**config.mk**
```make
export PLATFORM = sky130hd
export DESIGN_NAME = inv_mix_columns_seq
export DESIGN_NICKNAME = d
export VERILOG_FILES = /design/src/rtl/inv_mix_columns_seq.sv
export SDC_FILE = /design/constraint.sdc
export NUM_CORES = 1
export LEC_CHECK = 0
export ABC_AREA = 1
export CAP_MARGIN = 20
export CORE_ASPECT_RATIO = 0.8
export CORE_MARGIN = 1
export CORE_UTILIZATION = 44
export DETAILED_ROUTE_END_ITERATION = 10
export MAX_ROUTING_LAYER = met4
export PLACE_DENSITY = 0.89
export SETUP_SLACK_MARGIN = 0.3
export SYNTH_ARGS = -nofsm -noshare
export SYNTH_HDL_FRONTEND = slang
export SYNTH_SLANG_ARGS = --single-unit
```
**constraint.sdc**
```tcl
create_clock -name clk -period 2.3 [get_ports clk]
set_clock_uncertainty 0.2 [all_clocks]
set_input_delay 0.46 -clock clk [delete_from_list [all_inputs] [get_ports clk]]
set_output_delay 0.46 -clock clk [all_outputs]
set_load 0.02 [all_outputs]
```
**src/rtl/inv_mix_columns_seq.sv**
```systemverilog
// inv_mix_columns_seq: column-serial AES InvMixColumns, one 32-bit column per clock.
// Define FWD_MODE_EN to add a mode input that selects forward MixColumns instead.
module inv_mix_columns_seq #(
    parameter int NUM_COLS = 4
) (
    input  logic         clk,
    input  logic         rst_n,
    input  logic         in_valid,
    output logic         in_ready,
    input  logic [127:0] in_data,
`ifdef FWD_MODE_EN
    input  logic         mode,
`endif
    output logic         out_valid,
    input  logic         out_ready,
    output logic [127:0] out_data,
    output logic         busy
);
    localparam logic [1:0] IDLE = 2'd0;
    localparam logic [1:0] CALC = 2'd1;
    localparam logic [1:0] DONE = 2'd2;

    logic [1:0]   state_q, state_d;
    logic [1:0]   col_cnt_q, col_cnt_d;
    logic [127:0] work_q, work_d;
    logic [31:0]  col;
    logic         fwd;

    function automatic logic [7:0] xt(input logic [7:0] a);
        return {a[6:0], 1'b0} ^ (a[7] ? 8'h1b : 8'h00);
    endfunction

    // p[j][k] is byte j times the coefficient at circulant offset k = (j - row) mod 4
    function automatic logic [31:0] mix_col(input logic [31:0] c, input logic f);
        logic [7:0]  a, x2, x4, x8;
        logic [7:0]  p [4][4];
        logic [31:0] r;
        for (int j = 0; j < 4; j++) begin
            a  = c[31-8*j -: 8];
            x2 = xt(a);
            x4 = xt(x2);
            x8 = xt(x4);
            p[j][0] = f ? x2      : x8 ^ x4 ^ x2;
            p[j][1] = f ? x2 ^ a  : x8 ^ x2 ^ a;
            p[j][2] = f ? a       : x8 ^ x4 ^ a;
            p[j][3] = f ? a       : x8 ^ a;
        end
        r = '0;
        for (int i = 0; i < 4; i++)
            for (int j = 0; j < 4; j++)
                r[31-8*i -: 8] = r[31-8*i -: 8] ^ p[j][2'(j - i)];
        return r;
    endfunction

`ifdef FWD_MODE_EN
    logic mode_q, mode_d;
    assign fwd = mode_q;
`else
    assign fwd = 1'b0;
`endif

    assign in_ready  = state_q == IDLE;
    assign out_valid = state_q == DONE;
    assign busy      = state_q != IDLE;
    assign out_data  = work_q;
    assign col       = work_q[8'd127 - {col_cnt_q, 5'd0} -: 32];

    always_comb begin
        state_d   = state_q;
        col_cnt_d = col_cnt_q;
        work_d    = work_q;
`ifdef FWD_MODE_EN
        mode_d    = mode_q;
`endif
        if (state_q == IDLE && in_valid) begin
            work_d    = in_data;
            col_cnt_d = 2'd0;
            state_d   = CALC;
`ifdef FWD_MODE_EN
            mode_d    = mode;
`endif
        end else if (state_q == CALC) begin
            work_d[8'd127 - {col_cnt_q, 5'd0} -: 32] = mix_col(col, fwd);
            col_cnt_d = col_cnt_q + 2'd1;
            state_d   = col_cnt_q == 2'(NUM_COLS - 1) ? DONE : CALC;
        end else if (state_q == DONE && out_ready) begin
            state_d   = IDLE;
        end
    end

    always_ff @(posedge clk or negedge rst_n) begin
        if (!rst_n) begin
            state_q   <= IDLE;
            col_cnt_q <= 2'd0;
            work_q    <= '0;
        end else begin
            state_q   <= state_d;
            col_cnt_q <= col_cnt_d;
            work_q    <= work_d;
        end
    end

`ifdef FWD_MODE_EN
    always_ff @(posedge clk or negedge rst_n) begin
        if (!rst_n)
            mode_q <= 1'b0;
        else
            mode_q <= mode_d;
    end
`endif
endmodule

```
==> impl_metrics.json <==
{
  "status": "finished, violations left",
  "violations": "DRC",
  "synthMuxAreaShare_pct": 0,
  "routed_wl_um": 15880,
  "fin_setup_tns_ns": 0,
  "synth_fa_ha_area_share_pct": 0.9296,
  "cts.path.max_buffers": 2,
  "dieWidth_um": 125.7,
  "cts_tree": "yes",
  "tightest_slew_ns": 0.5460,
  "n_antenna_cell": 0,
  "antenna_found_initial": 0,
  "final_util_pct": 73.29,
  "reg2reg_depth": 6,
  "crit_start": "state_q[0]",
  "clk_pin_slew_ns": 0.05,
  "grt_overflow": 0,
  "syn-cell-area_um2": 5384,
  "fin_crit_sh_pct": 84.81,
  "synth_xor_area_share_pct": 0,
  "dieArea_um2": 12690,
  "p_leak_nw": 4.791,
  "whs_ns": 0.2938,
  "seq_power_share_pct": 33.7,
  "ys.flop_type": "dfrtp_1",
  "drc": 17,
  "worstSkewPairLatency_ns": 0.40,
  "placed_cell_area_um2": 8090,
  "finalCriticalPeriod_ns": 1.951,
  "synthDominantCellAreaShare_pct": 61.35,
  "p_sw_mw": 4.290,
  "drt_iter0_markers": 352,
  "grt_pass1_vias": 4936,
  "r2r_end": "out_data[113]",
  "synthSimpleGateAreaFrac_pct": 31.26,
  "synthTopCellsByArea": "dfrtp_1 61%, nand2_1 18%, nand3_1 12%",
  "switching_share_pct": 38.29,
  "fmax_mhz": 512.7,
  "p_int_mw": 6.914,
  "dp_worst_setup_slack_ns": 0.2110,
  "worstPathRequired_ns": 1.64,
  "io_pins": 263,
  "synthCells": 586,
  "synth_nets": 722,
  "numCtsBuffers": 17,
  "place_congestion": 0.7937,
  "endpoint_kind": "primary output",
  "route.vias.total": 5054,
  "dp_hpwl_um": 10780,
  "vdd_drop_max_v": 0.0006342,
  "cts_sinks": 132,
  "async_flop_share_pct": 100.0,
  "drive_gt1_share_pct": 6.410,
  "wl_per_cell_um": 15.78,
  "critPathKind": "reg2out",
  "clockRootBuffer": "clkbuf_16",
  "synth.most_common_cell": "nand2_1",
  "worstPathMaxFanout": 4,
  "h-tree-depth": 4,
  "synth-edff-count": 0,
  "grt_pass1_wl_um": 25140,
  "avgViaCountPerCell": 5.024,
  "nets": 981,
  "ant_nets": 0,
  "relSlewSlack_pct": 63.60,
  "min_path_type": "reg2reg",
  "die_h_um": 100.9,
  "synth_warnings": 0,
  "ff2ff_setup_slack_ns": 0.68,
  "cp-start-kind": "flop",
  "row_count": 35,
  "grtUsageTotal_pct": 26.66,
  "area_delta_synth_final_pct": 59.77,
  "finalSetupViolCount": 0,
  "setup_ws_ns": 0.3495,
  "synth_top_area_cell": "dfrtp_1",
  "report.final.slew_viol_count": 0,
  "max_cap_violations": 0,
  "fin_area_um2": 8602,
  "grt_max_degree": 89,
  "start_util_pct": 45.87,
  "power_density_nw_per_um2": 1302,
  "final-hold-violation-count": 0,
  "p_clk_share_pct": 26.5,
  "seq_area_frac_synth_pct": 61.35,
  "synth_top_family_by_area": "simple AND/OR/NAND/NOR gates",
  "hold_start": "out_data[110]",
  "rsz0062_at_grt": "true",
  "core_um2": 11740,
  "holdPathEnd": "out_data[110]",
  "timing.rr.start": "col_cnt_q[0]",
  "synth-compound-area-share_pct": 0.3718,
  "holdPathStages": 2,
  "critPathArrivalTime_ns": 1.29,
  "ys_types": 15,
  "syn_avg_cell_area_um2": 9.188,
  "synth-seq-cells": 132,
  "first_pass_iters": 11,
  "io_buffer_count": 262,
  "synth_commonest_cells": "261 x nand2_1, 134 x nand3_1, 132 x dfrtp_1",
  "p_comb_share_pct": 39.8
}
## registers in the layout, indices dropped and copies added, names as in the netlist
signal	cells
out_data	128
state_q	2
col_cnt_q	2
## how the worst max path moves through the flow
stage,to,slack [ns],cells after the start
after global routing,busy,0.28,3
after CTS,in_ready,0.30,2
after floorplan,out_data[0],0.81,7
after detailed placement,out_data[82],0.21,6
final,busy,0.35,3
after global placement,out_data[93],0.29,6
## worst max-delay path: stages (launching register included)
cell and delay, ns:
dfrtp_2 0.44, nor2_4 0.14, inv_1 0.04, clkdlybuf4s15_1 0.27
## kinds of logic (layout without fill, tap and decap cells)
logic type	Yosys count	after routing
AND/OR/NAND/NOR	399	399
flip-flops	132	132
buffers and inverters	47	319
adder cells (fa/ha/maj)	4	4
AO/OA/AOI/OAI	4	4
## power by group through the flow
stage,registers (mW),clock network [mW],logic (mW)
global route,3.88,3.11,4.85
detailed placement,3.82,0,5.10
finish,3.77,2.97,4.46
global placement,3.79,0,4.98
CTS,3.78,2.99,4.52
floorplan,4.86,0,1.50
## final cells by class
| cell class | count | area, um2 |
|---|---|---|
| sequential | 132 | 3304 |
| fill | 877 | 3134 |
| timing repair buffer | 281 | 2679 |
| multi-input combinational | 407 | 1760 |
| clock buffer | 21 | 450.4 |
| clock inverter | 11 | 200.2 |
| tap | 148 | 185.2 |
| inverter | 6 | 22.52 |
## per-layer routing
layer | routed length (um) | vias to the layer above | part of all wire (%) | GRT usage, %
met5 | 0 | - | 0 | -
met4 | 208 | 0 | 1.3 | 9.099
met3 | 1450 | 19 | 9.1 | 8.068
met2 | 8058 | 229 | 51 | 44.40
met1 | 6157 | 2413 | 39 | 30.92
li1 | - | 2393 | - | -
## through the flow
stage	total power [mW]	cells
after CTS	11.29	1006
after global placement	8.770	971
after floorplan	6.362	586
after global routing	11.84	1006
after detailed placement	8.921	971
final	11.20	1006
## cells in the final DEF (no fill, tap or decap)
cell,n
nand2_1,260
nand3_1,134
dfrtp_1,131
clkdlybuf4s50_1,130
dlygate4sd2_1,128
clkbuf_16,17
buf_4,12
buf_12,6
inv_1,5
bufinv_16,5
ha_1,4
clkbuf_1,3
clkinv_4,3
nor2_4,2
a21oi_1,2
o21ai_0,2
clkinvlp_4,2
clkdlybuf4s15_1,2
inv_2,1
nor2_1,1
nand2_4,1
nand2_2,1
clkbuf_8,1
inv_6,1
dlygate4sd3_1,1
buf_6,1
buf_2,1
dfrtp_2,1
## timing repair
action,CTS,global route
cloned,0,0
setup endpoints to repair,131,3
endpoints found under the hold margin,54,0
hold buffers,1,0
buffers inserted,2,0
pin swaps,1,0
resized for setup,134,3
(Power assumes the default switching activity.)
